File: src/rtl/s2cif_pkg.sv
// Shared types for the s2cif scenario interface: word/bit-count widths and the
// packed word record carried from the bit packer to the scenario push path.
package s2cif_pkg;
  localparam int S2CIF_WORD_W  = 32;
  localparam int S2CIF_NBITS_W = 6;

  typedef struct packed {
    logic [S2CIF_WORD_W-1:0]  data;
    logic [S2CIF_NBITS_W-1:0] nbits;
  } s2cif_word_t;
endpackage

File: src/rtl/s2cif_sync_fifo.sv
// Small first-word-fall-through FIFO; dout shows the head whenever empty is low.
// A push into a full FIFO is accepted only if a pop frees the slot in the same cycle.
module s2cif_sync_fifo
  import s2cif_pkg::*;
#(
  parameter int  DEPTH = 4,
  parameter type T     = s2cif_word_t
) (
  input  logic                   clk,
  input  logic                   rst,
  input  logic                   push,
  input  T                       din,
  input  logic                   pop,
  output T                       dout,
  output logic                   empty,
  output logic                   full,
  output logic [$clog2(DEPTH):0] level
);
  localparam int AW = $clog2(DEPTH);
  localparam logic [AW:0] FULL_LVL = (AW + 1)'(DEPTH);

  T              mem_q [DEPTH];
  logic [AW-1:0] wr_ptr_q;
  logic [AW-1:0] rd_ptr_q;
  logic [AW:0]   level_q;
  logic          do_push;
  logic          do_pop;

  assign empty   = (level_q == '0);
  assign full    = (level_q == FULL_LVL);
  assign do_pop  = pop & ~empty;
  assign do_push = push & (~full | do_pop);
  assign dout    = mem_q[rd_ptr_q];
  assign level   = level_q;

  always_ff @(posedge clk) begin
    if (rst) begin
      wr_ptr_q <= '0;
      rd_ptr_q <= '0;
      level_q  <= '0;
    end else begin
      if (do_push) begin
        mem_q[wr_ptr_q] <= din;
        wr_ptr_q        <= wr_ptr_q + 1'b1;
      end
      if (do_pop) begin
        rd_ptr_q <= rd_ptr_q + 1'b1;
      end
      unique case ({do_push, do_pop})
        2'b10:   level_q <= level_q + 1'b1;
        2'b01:   level_q <= level_q - 1'b1;
        default: level_q <= level_q;
      endcase
    end
  end
endmodule

File: src/rtl/s2cif_bit_packer.sv
// Packs the DUT's serial output LSB-first into 32-bit words, closing a word at 32 bits
// or on flush, and queues completed words in a FWFT FIFO behind a valid/ready port.
module s2cif_bit_packer
  import s2cif_pkg::*;
#(
  parameter int DEPTH      = 4,
  parameter int SAMPLE_DLY = 0
) (
  input  logic                   clk,
  input  logic                   rst,
  input  logic                   bit_vld,
  input  logic                   bit_in,
  input  logic                   flush,
  output logic                   word_vld,
  input  logic                   word_rdy,
  output logic [31:0]            word_data,
  output logic [5:0]             word_nbits,
  output logic [$clog2(DEPTH):0] level,
  output logic                   overflow
);
  logic s_vld;
  logic s_bit;
  logic s_flush;

  // flush travels with the samples so it still closes after the bit it accompanied
  generate
    if (SAMPLE_DLY == 0) begin : g_nodly
      assign s_vld   = bit_vld;
      assign s_bit   = bit_vld & bit_in;
      assign s_flush = flush;
    end else begin : g_dly
      logic [SAMPLE_DLY-1:0] vld_q;
      logic [SAMPLE_DLY-1:0] bit_q;
      logic [SAMPLE_DLY-1:0] flush_q;
      always_ff @(posedge clk) begin
        if (rst) begin
          vld_q   <= '0;
          bit_q   <= '0;
          flush_q <= '0;
        end else begin
          vld_q[0]   <= bit_vld;
          bit_q[0]   <= bit_vld & bit_in;
          flush_q[0] <= flush;
          for (int i = 1; i < SAMPLE_DLY; i++) begin
            vld_q[i]   <= vld_q[i-1];
            bit_q[i]   <= bit_q[i-1];
            flush_q[i] <= flush_q[i-1];
          end
        end
      end
      assign s_vld   = vld_q[SAMPLE_DLY-1];
      assign s_bit   = bit_q[SAMPLE_DLY-1];
      assign s_flush = flush_q[SAMPLE_DLY-1];
    end
  endgenerate

  logic [5:0]  cnt_q;
  logic [5:0]  cnt_d;
  logic [31:0] sreg_q;
  logic [31:0] sreg_d;
  logic        close;
  logic        pop;
  logic        overflow_q;
  logic        fifo_empty;
  logic        fifo_full;
  s2cif_word_t push_word;
  s2cif_word_t head;

  always_comb begin
    cnt_d  = cnt_q;
    sreg_d = sreg_q;
    if (s_vld) begin
      sreg_d[cnt_q[4:0]] = s_bit;
      cnt_d              = cnt_q + 6'd1;
    end
  end

  assign close     = (cnt_d == 6'd32) | (s_flush & (cnt_d != '0));
  assign push_word = '{data: sreg_d, nbits: cnt_d};
  assign pop       = word_rdy & ~fifo_empty;

  always_ff @(posedge clk) begin
    if (rst) begin
      cnt_q      <= '0;
      sreg_q     <= '0;
      overflow_q <= 1'b0;
    end else begin
      if (close) begin
        cnt_q  <= '0;
        sreg_q <= '0;
      end else begin
        cnt_q  <= cnt_d;
        sreg_q <= sreg_d;
      end
      if (close & fifo_full & ~pop) begin
        overflow_q <= 1'b1;
      end
    end
  end

  s2cif_sync_fifo #(
    .DEPTH(DEPTH),
    .T    (s2cif_word_t)
  ) u_fifo (
    .clk  (clk),
    .rst  (rst),
    .push (close),
    .din  (push_word),
    .pop  (pop),
    .dout (head),
    .empty(fifo_empty),
    .full (fifo_full),
    .level(level)
  );

  // stale storage behind an empty head is never shown
  assign word_vld   = ~fifo_empty;
  assign word_data  = fifo_empty ? '0 : head.data;
  assign word_nbits = fifo_empty ? '0 : head.nbits;
  assign overflow   = overflow_q;
endmodule

File: config.mk
export PLATFORM = sky130hd
export DESIGN_NAME = s2cif_bit_packer
export DESIGN_NICKNAME = d
export VERILOG_FILES = /design/src/rtl/s2cif_pkg.sv /design/src/rtl/s2cif_sync_fifo.sv /design/src/rtl/s2cif_bit_packer.sv
export SDC_FILE = /design/constraint.sdc
export NUM_CORES = 1
export LEC_CHECK = 0
export CORE_UTILIZATION = 50
export DETAILED_ROUTE_END_ITERATION = 8
export GPL_ROUTABILITY_DRIVEN = 0
export PLACE_DENSITY = 0.81
export SLEW_MARGIN = 0
export SYNTH_ARGS = -nofsm -noshare
export SYNTH_HDL_FRONTEND = slang
export SYNTH_HIERARCHICAL = 1
export SYNTH_SLANG_ARGS = --single-unit
File: constraint.sdc
create_clock -name clk -period 10.75 [get_ports clk]
set_clock_uncertainty 0.1 [all_clocks]
set_input_delay 3.225 -clock clk [delete_from_list [all_inputs] [get_ports clk]]
set_output_delay 3.225 -clock clk [all_outputs]
set_load 0.03 [all_outputs]
# Word level (Yosys, flattened, before mapping)
# Memory sizes are Yosys's and may differ from the RTL's. A register that Yosys moved wholly into a read port is not among the register bits.
# Cells that the tools add are included.
# Widths: inputs -> output; s select.
[totals]
register_bits = 46
memories = 1
ramBits = 152
in_bits = 6
[classes]
order_cmp = 2
n_bitwise = 12
eq_ne = 4
n_reduce_logical = 5
n_addsub = 5
muxes = 13
[mem_list]
columns = ["memory", "depth", "word_bits", "read_ports", "rd_ports_with_merged_regs", "wr", "line", "rtl"]
rows = [
  ["u_fifo.mem_q", 4, 38, 1, 1, 1, "s2cif_sync_fifo.sv:22", "T mem_q [DEPTH];"],
]
[ops]
columns = ["op", "n"]
rows = [
  ["$mux 32", 2],
  ["$bwmux 32", 1],
  ["$mux 6", 2],
  ["$and 1x1->1", 7],
  ["$add 6x1->6 const B", 1],
  ["$eq 6x6->1 const B", 1],
  ["$lt 5x6->1 const B", 1],
  ["$pmux 3 s2", 1],
  ["$reduce_bool 6->1", 1],
  ["$demux 1 s5", 1],
  ["$ge 5x1->1 const B", 1],
  ["$add 2x1->2 const B", 2],
  ["$mux 1", 4],
  ["$mux 2", 2],
  ["$add 3x1->3 const B", 1],
  ["$eq 3x3->1 const B", 1],
  ["$logic_not 3->1", 1],
  ["$not 1->1", 3],
  ["$sub 3x1->3 const B", 1],
  ["$eq 2x1->1 const B", 1],
  ["$eq 2x2->1 const B", 1],
  ["$or 1x1->1", 2],
  ["$reduce_bool 2->1", 1],
  ["$reduce_or 2->1", 1],
  ["$logic_and 1x1->1", 1],
]

# Longest topological paths before layout
# Gate-level depths: netlist of the first run.
[depth]
ltp_word = 9
ltp_mapped = 15
mapped_depth_nobuf = 13

# By module
# Netlist of the first run, hierarchy kept.
[modules_own_cells]
columns = ["module", "cells_per_inst", "area_per_inst_um2", "instances"]
rows = [
  ["s2cif_sync_fifo", 252, 5953.2, 1],
  ["s2cif_bit_packer", 276, 2282.2, 1],
]

# Worst setup path before layout of the first run
# No wires, ideal clock.
[synth_timing]
path_type = "input to register"
start = "input port bit_vld"
end = "memory u_fifo/mem_q[1][0] (netlist name) (enable)"
path_buffers = 2
setup_slack_ns = 2.605
t_required_ns = 10.161
t_arrival_ns = 7.557
setup_ns = 0.489
path_stages = 8
cell_sequence = "or4_1 -> a211oi_2 -> mux2_1 -> buf_6 -> buf_6 -> o21a_1 -> inv_1 -> nor3b_1"
[synth_via]
elab_chain_len = 8
word_cells_on_any_way = 9
[synth_rtl]
columns = ["item", "line", "rtl"]
rows = [
  ["start: declaration", "s2cif_bit_packer.sv:11", "input logic bit_vld,"],
  ["$mux 6 *", "s2cif_bit_packer.sv:72", "if (s_vld) begin"],
  ["$reduce_bool 6->1", "s2cif_bit_packer.sv:78", "assign close = (cnt_d == 6'd32) | (s_flush & (cnt_d != '0));"],
  ["$and 1x1->1", "s2cif_bit_packer.sv:78", ""],
  ["$or 1x1->1 *", "s2cif_bit_packer.sv:78", ""],
  ["net close", "s2cif_bit_packer.sv:61", "logic close;"],
  ["$and 1x1->1 *", "s2cif_sync_fifo.sv:32", "assign do_push = push & (~full | do_pop);"],
  ["$mux 1 *", "s2cif_sync_fifo.sv:42", "if (do_push) begin"],
  ["$mux 1 *", "s2cif_sync_fifo.sv:37", "if (rst) begin"],
  ["$mux 1 (implied by the code) *", "s2cif_sync_fifo.sv:43", "mem_q[wr_ptr_q] <= din;"],
  ["end: declaration", "s2cif_sync_fifo.sv:22", ""],
]
# Mark *: on every way through the listed nets, which the timed path passes. The rest lies on a longest branch.

# Worst setup path in the final report of the first run
[layout_timing]
start = "input port bit_vld"
end = "memory u_fifo/mem_q[3][25] (netlist name) (enable)"
[layout_via]
elab_chain_len = 8
word_cells_on_any_way = 9
[layout_rtl]
columns = ["item", "line"]
rows = [
  ["$mux 6 *", "s2cif_bit_packer.sv:72"],
  ["$reduce_bool 6->1", "s2cif_bit_packer.sv:78"],
  ["$and 1x1->1", "s2cif_bit_packer.sv:78"],
  ["$or 1x1->1 *", "s2cif_bit_packer.sv:78"],
  ["$and 1x1->1 *", "s2cif_sync_fifo.sv:32"],
  ["$mux 1 *", "s2cif_sync_fifo.sv:42"],
  ["$mux 1 *", "s2cif_sync_fifo.sv:37"],
  ["$mux 1 (implied by the code) *", "s2cif_sync_fifo.sv:43"],
]
# Every way passes the cells marked *; elsewhere a longest branch is shown, timed or not.

==> results of run 1 <==
registers in the layout, summed over array words and instances (netlist names), named ones only:
register         count
u_fifo/mem_q       152
sreg_q              32
cnt_q                6
u_fifo/level         3
u_fifo/rd_ptr_q      2
u_fifo/wr_ptr_q      2
overflow             1
worst reg2reg max path: stages, from the launching register on:
cell     delay (ns)
dfxtp_1        0.65
nand3_2        0.26
nor3_1         0.26
xor2_1         0.44
mux2_1         0.21
buf_4          0.35
o21a_1         0.28
inv_1          0.16
nor3b_2        0.93
buf_4          0.51
cell usage in the layout, fill, tap and decap left out, types with 4 or more instances in the layout:
master           instances
mux4_2                  38
clkdlybuf4s50_1         48
edfxtp_1               152
nor3_1                   8
nand3_1                  4
nor2b_1                 40
ha_1                     9
nor2_1                  63
mux2i_1                  6
inv_1                   17
dfxtp_1                 47
nand2_1                  9
buf_4                    9
nor3b_2                  4
xor2_1                   5
clkbuf_16               17
clkinv_2                 4
mux2_2                  27
nand2b_1                32
metrics by stage:
step	instances	area (µm²)
final	805	9490
after global routing	805	9490
after CTS	805	9490
after detailed placement	773	8920
after global placement	773	8920
after floorplan	528	8240
report_power, final:
part	internal [µW]	switching, µW
clock network	339	262
registers	840	7.37
logic	96.8	144
total	1280	413
routing by layer:
| metal | wire, µm | vias to the layer above | part of all wire, % | GRT usage [%] |
|---|---|---|---|---|
| li1 | - | 2022 | - | - |
| met1 | 6180 | 2220 | 42 | 24.8 |
| met2 | 7360 | 127 | 50 | 32.0 |
| met3 | 811 | 26 | 5.5 | 3.94 |
| met4 | 292 | 2 | 2.0 | 7.98 |
| met5 | 13 | - | 0.089 | 0 |
cell families (layout without fill, tap and decap cells):
logic type,after synthesis,count (layout),synth area share [%]
AND/OR/NAND/NOR,181,181,11.7
AO/OA/AOI/OAI,11,11,0.927
multiplexers,73,73,15.1
buffers and inverters,45,106,2.67
XOR/XNOR,8,8,0.851
adder cells (fa/ha/maj),10,10,1.61
flip-flops,200,200,67.1
cell type report:
class	instances	share of cell area [%]
Inverter	17	0.673
Clock buffer	18	4.52
Tap cell	216	2.85
Clock inverter	14	1.40
Timing Repair Buffer	57	5.78
Sequential cell	200	58.3
Multi-Input combinational cell	283	26.5
final timing paths:
check	to	cells after the start	slack, ns	from
worst min register to register	u_fifo/rd_ptr_q[1]$_SDFFE_PP0P_	2	0.40	u_fifo/rd_ptr_q[1]$_SDFFE_PP0P_
worst max register to register	u_fifo/mem_q[3][25]$_DFFE_PP_	9	6.24	cnt_q[2]$_SDFF_PP0_
worst min-delay path	u_fifo/rd_ptr_q[1]$_SDFFE_PP0P_	2	0.40	u_fifo/rd_ptr_q[1]$_SDFFE_PP0P_
worst max-delay path	u_fifo/mem_q[3][25]$_DFFE_PP_	9	3.46	bit_vld
==> impl_metrics.env, run 1 <==
export IMPL_final_util_pct=59.3
export IMPL_fp_dieH_um=130
export IMPL_synthTopCellsByCount="edfxtp_1 (152), nor2_1 (63), dfxtp_1 (48)"
export IMPL_die_area_mm2=0.0170
export IMPL_avgSynthCellArea_um2=15.6
export IMPL_clockRootBuffer="clkbuf_16"
export IMPL_antenna_found_initial=1
export IMPL_pin_count=49
export IMPL_min_period_ns=7.29
export IMPL_yosysUniqueCellTypes=42
export IMPL_h_tree_depth=4
export IMPL_worstPathMaxFanout=37
export IMPL_path_cells="clkdlybuf4s50_1 > or4_1 > a211oi_2 > mux2_1 > buf_4 > o21a_1 > inv_1 > nor3b_2 > buf_4"
export IMPL_seqCellArea_mm2=0.00553
export IMPL_yosys_warnings=6
export IMPL_tns_ns=0
export IMPL_synth_top_cell_area_share_pct=55.4
export IMPL_end_kind="flop"
export IMPL_grt_max_degree=56
export IMPL_place_ws_ns=3.01
export IMPL_cts_clk_slew_worst_paths_ns=0.07
export IMPL_cts_resized=0
export IMPL_p_total_uw=1690
export IMPL_max_freq_ghz=0.137
export IMPL_grtUsageTotal_pct=19.2
export IMPL_numCtsBuffers=17
export IMPL_arrival_ns=7.27
export IMPL_cpPeakStageDelay_ns=0.93
export IMPL_area_delta_synth_final_pct=15.2
export IMPL_syn_cell_area_mm2=0.00824
export IMPL_cp_slowest_cell="nor3b_2"
export IMPL_fp_dieW_um=130
export IMPL_cts_tree="done"
export IMPL_cts_setup_buffers=0
export IMPL_status="complete, no violations"
export IMPL_portBuffers=48
export IMPL_core_mm2=0.0160
export IMPL_setup_viol=0
export IMPL_dp_hpwl_mm=8.61
export IMPL_slew_headroom_pct=21.3
export IMPL_postCtsHoldBufs=0
export IMPL_drtIter0Drc=351
export IMPL_fin_nets=592
export IMPL_grt_pass1_vias=4474
export IMPL_yosysMostFrequentCell="edfxtp_1"
export IMPL_rsz0062_at_grt="false"
export IMPL_synthTopCellsByArea="edfxtp_1 (55%), dfxtp_1 (12%), mux4_2 (10%), mux2_2 (3.7%), nor2b_1 (3.0%)"
export IMPL_fin_crit_sh_pct=67.8
export IMPL_drc=0
export IMPL_first_pass_iters=5
export IMPL_routed_wl_mm=14.7
export IMPL_cp_start_kind="input port"
export IMPL_critical_path_top_delay_family="buffers and inverters"
export IMPL_synth_ff_type="edfxtp_1"
export IMPL_wire_per_inst_um=18.2
export IMPL_path_buf_inv=4
export IMPL_antenna_cells=0
export IMPL_whs_ns=0.402
export IMPL_min_path_type="reg2reg"
export IMPL_tightest_slew_ns=1.18
export IMPL_nFillCells=1223
export IMPL_cpMostUsedCell="buf_4"
export IMPL_viasPerCell=5.46
export IMPL_yosysSeqAreaShare_pct=67.1
export IMPL_std_cell_rows=46
export IMPL_async_flop_share_pct=0
export IMPL_syn_instance_count=528
export IMPL_report_final_slew_viol_count=0
export IMPL_antenna_left=0
export IMPL_yosysTopAreaCell="edfxtp_1"
export IMPL_clock_latency_ns=0.43
export IMPL_ys_ff_latch=200
export IMPL_drv_cap=0
export IMPL_drive_gt1_share_pct=19.5
export IMPL_clock_path_buffers=2
export IMPL_hold_viol=0
export IMPL_multi_input_area_mm2=0.00251
export IMPL_critPathKind="in2reg"
export IMPL_synth_edff_count=152
export IMPL_cp_data_required_time_ns=10.74
export IMPL_overflow=0
export IMPL_peakVddDrop_mv=0.121
export IMPL_cts_sinks=200
export IMPL_power_density_mw_per_mm2=178
export IMPL_p_leak_uw=0.00319
export IMPL_fin_ws_ns=3.46
export IMPL_grt_pass1_wl_mm=23.7
export IMPL_initial_utilization_pct=51.5
export IMPL_vias=4397
export IMPL_syn_nets=544
No activity file was read; power rests on OpenSTA's default activity.
==> inputs of run 2 (changes only) <==
- clock period: 10.75 -> 7.06 ns (I/O delays scaled with it)
==> run 2 against run 1 <==
Compared with the run above:
- sequential power up 53%
- die area unchanged
- register-to-register slack worse by 3.3 ns
- core utilization rose by 0.57 points
- critical endpoint is now u_fifo/level[2]$_SDFFE_PP0P_
==> impl_metrics.env, run 2 (synthesis results as in run 1) <==
export IMPL_first_pass_iters=4
export IMPL_min_period_ns=5.93
export IMPL_grt_max_degree=56
export IMPL_slew_headroom_pct=24.0
export IMPL_cp_startpoint="bit_vld"
export IMPL_wire_per_inst_um=18.6
export IMPL_routed_wl_mm=15.0
export IMPL_numCtsBuffers=17
export IMPL_multi_input_area_mm2=0.00251
export IMPL_largest_reg_flops=152
export IMPL_power_density_mw_per_mm2=279
export IMPL_drive_gt1_share_pct=20.4
export IMPL_drtIter0Drc=281
export IMPL_pin_count=49
export IMPL_pwr_share_seq_pct=48.5
export IMPL_r2r_cells=14
export IMPL_overflow=0
export IMPL_report_final_slew_viol_count=0
export IMPL_viasPerCell=5.32
export IMPL_die_area_mm2=0.0170
export IMPL_cts_clk_slew_worst_paths_ns=0.07
export IMPL_cp_endpoint="u_fifo/level[2]$_SDFFE_PP0P_"
export IMPL_p_leak_uw=0.00325
export IMPL_worstPathMaxFanout=37
export IMPL_cts_sinks=200
export IMPL_antenna_cells=0
export IMPL_min_path_type="reg2reg"
export IMPL_nFillCells=1230
export IMPL_drv_cap=0
export IMPL_cp_start_kind="input port"
export IMPL_biggestRegsByFlops="u_fifo/mem_q (152), sreg_q (32), cnt_q (6)"
export IMPL_max_freq_ghz=0.169
export IMPL_antenna_found_initial=0
export IMPL_rsz0062_at_grt="false"
export IMPL_drc=0
export IMPL_peakVddDrop_mv=0.184
export IMPL_pwr_share_comb_pct=13.4
export IMPL_r2r_end="u_fifo/level[2]$_SDFFE_PP0P_"
export IMPL_cp_data_required_time_ns=7.32
export IMPL_top_register="u_fifo/mem_q"
export IMPL_fp_dieH_um=130
export IMPL_grtUsageTotal_pct=19.6
export IMPL_placed_area_mm2=0.00895
export IMPL_std_cell_rows=46
export IMPL_seqCellArea_mm2=0.00553
export IMPL_arrival_ns=6.19
export IMPL_postCtsHoldBufs=0
export IMPL_grt_pass1_vias=4472
export IMPL_p_int_uw=2040
export IMPL_tightest_slew_ns=1.14
export IMPL_hold_viol=0
export IMPL_fin_cells=808
export IMPL_area_delta_synth_final_pct=16.3
export IMPL_r2r_start="cnt_q[0]$_SDFF_PP0_"
export IMPL_grt_pass1_wl_mm=23.9
export IMPL_fin_nets=595
export IMPL_dp_cells=776
export IMPL_layout_common_cells="edfxtp_1 (152), nor2_1 (63), clkdlybuf4s50_1 (48), dfxtp_1 (47), nor2b_1 (40)"
export IMPL_initial_utilization_pct=51.5
export IMPL_final_util_pct=59.9
export IMPL_dp_hpwl_mm=9.02
export IMPL_ff2ff_setup_slack_ns=2.95
export IMPL_cts_tree="done"
export IMPL_core_mm2=0.0160
export IMPL_pwr_share_clk_pct=38.1
export IMPL_switchingPower_uw=635
export IMPL_clock_path_buffers=2
export IMPL_vias=4297
export IMPL_cts_setup_buffers=0
export IMPL_postLayoutCellArea_mm2=0.00958
export IMPL_end_kind="flop"
export IMPL_h_tree_depth=4
export IMPL_setup_viol=0
export IMPL_final_common_cell="edfxtp_1"
export IMPL_status="complete, no violations"
export IMPL_clock_latency_ns=0.43
export IMPL_switching_share_pct=23.8
export IMPL_fin_crit_sh_pct=84.0
export IMPL_portBuffers=48
export IMPL_cts_resized=0
export IMPL_fp_dieW_um=130
export IMPL_clockRootBuffer="clkbuf_16"
export IMPL_tns_ns=0
export IMPL_antenna_left=0
export IMPL_critPathKind="in2reg"
run 2: cell count changes in the layout (fill, tap and decap cells not counted):
cell	change
buf_4	+3
clkbuf_8	+2
clkinv_1	-3
clkinvlp_4	-1
bufinv_16	+2
run 2: worst min path at each step:
stage / startpoint / end / slack [ns] / depth (start not counted)
6_report: u_fifo/rd_ptr_q[1]$_SDFFE_PP0P_ / flop / 0.39 / 2
3_5_place_dp: u_fifo/rd_ptr_q[1]$_SDFFE_PP0P_ / flop / 0.39 / 2
3_3_place_gp: u_fifo/rd_ptr_q[1]$_SDFFE_PP0P_ / flop / 0.37 / 2
4_1_cts: u_fifo/rd_ptr_q[1]$_SDFFE_PP0P_ / flop / 0.40 / 2
2_1_floorplan: u_fifo/rd_ptr_q[1]$_SDFFE_PP0P_ / flop / 0.36 / 2
5_1_grt: u_fifo/rd_ptr_q[1]$_SDFFE_PP0P_ / u_fifo/rd_ptr_q[1]$_SDFFE_PP0P_ / 0.45 / 2
run 2: area by class of cell:
| cell class | count | area share [%] |
|---|---|---|
| clock buffer | 20 | 4.77 |
| clock inverter | 12 | 1.82 |
| inverter | 17 | 0.666 |
| multi-input combinational | 283 | 26.3 |
| sequential | 200 | 57.7 |
| tap | 216 | 2.82 |
| timing repair buffer | 60 | 5.96 |
run 2: critical path, cell delays in order:
cell and delay, ns:
clkdlybuf4s50_1 0.68, or4_1 0.61, a211oi_2 0.34, mux2_1 0.35, buf_4 0.26, o21a_1 0.21
inv_1 0.22, ha_1 0.24, inv_1 0.07, fa_1 0.37, xor2_1 0.16, or3_2 0.41
a21oi_1 0.14
run 2: through the flow:
| step | power [µW] | setup WS, ns | hold WS, ns |
|---|---|---|---|
| 3_3_place_gp | 1680 | 0.909 | 0.370 |
| 3_5_place_dp | 1690 | 0.718 | 0.386 |
| 6_report | 2670 | 1.13 | 0.389 |
| 4_1_cts | 2690 | 1.17 | 0.395 |
| 5_1_grt | 2760 | 0.921 | 0.446 |
| 2_1_floorplan | 1550 | 0.0216 | 0.359 |
run 2: power groups by stage:
stage	combinational (µW)	sequential (µW)	clock (µW)
final	359	1300	1020
after global routing	385	1300	1070
after CTS	366	1300	1030
after detailed placement	365	1320	0
after global placement	357	1320	0
after floorplan	233	1320	0
run 2: per-layer routing:
layer  GRT usage [%]  vias to the layer above  routed length (µm)
met5               0                        -                   0
met4            8.45                        0                 289
met3            3.77                       24                 549
met2            33.4                       88                7680
met1            24.6                     2158                6530
li1                -                     2027                   -
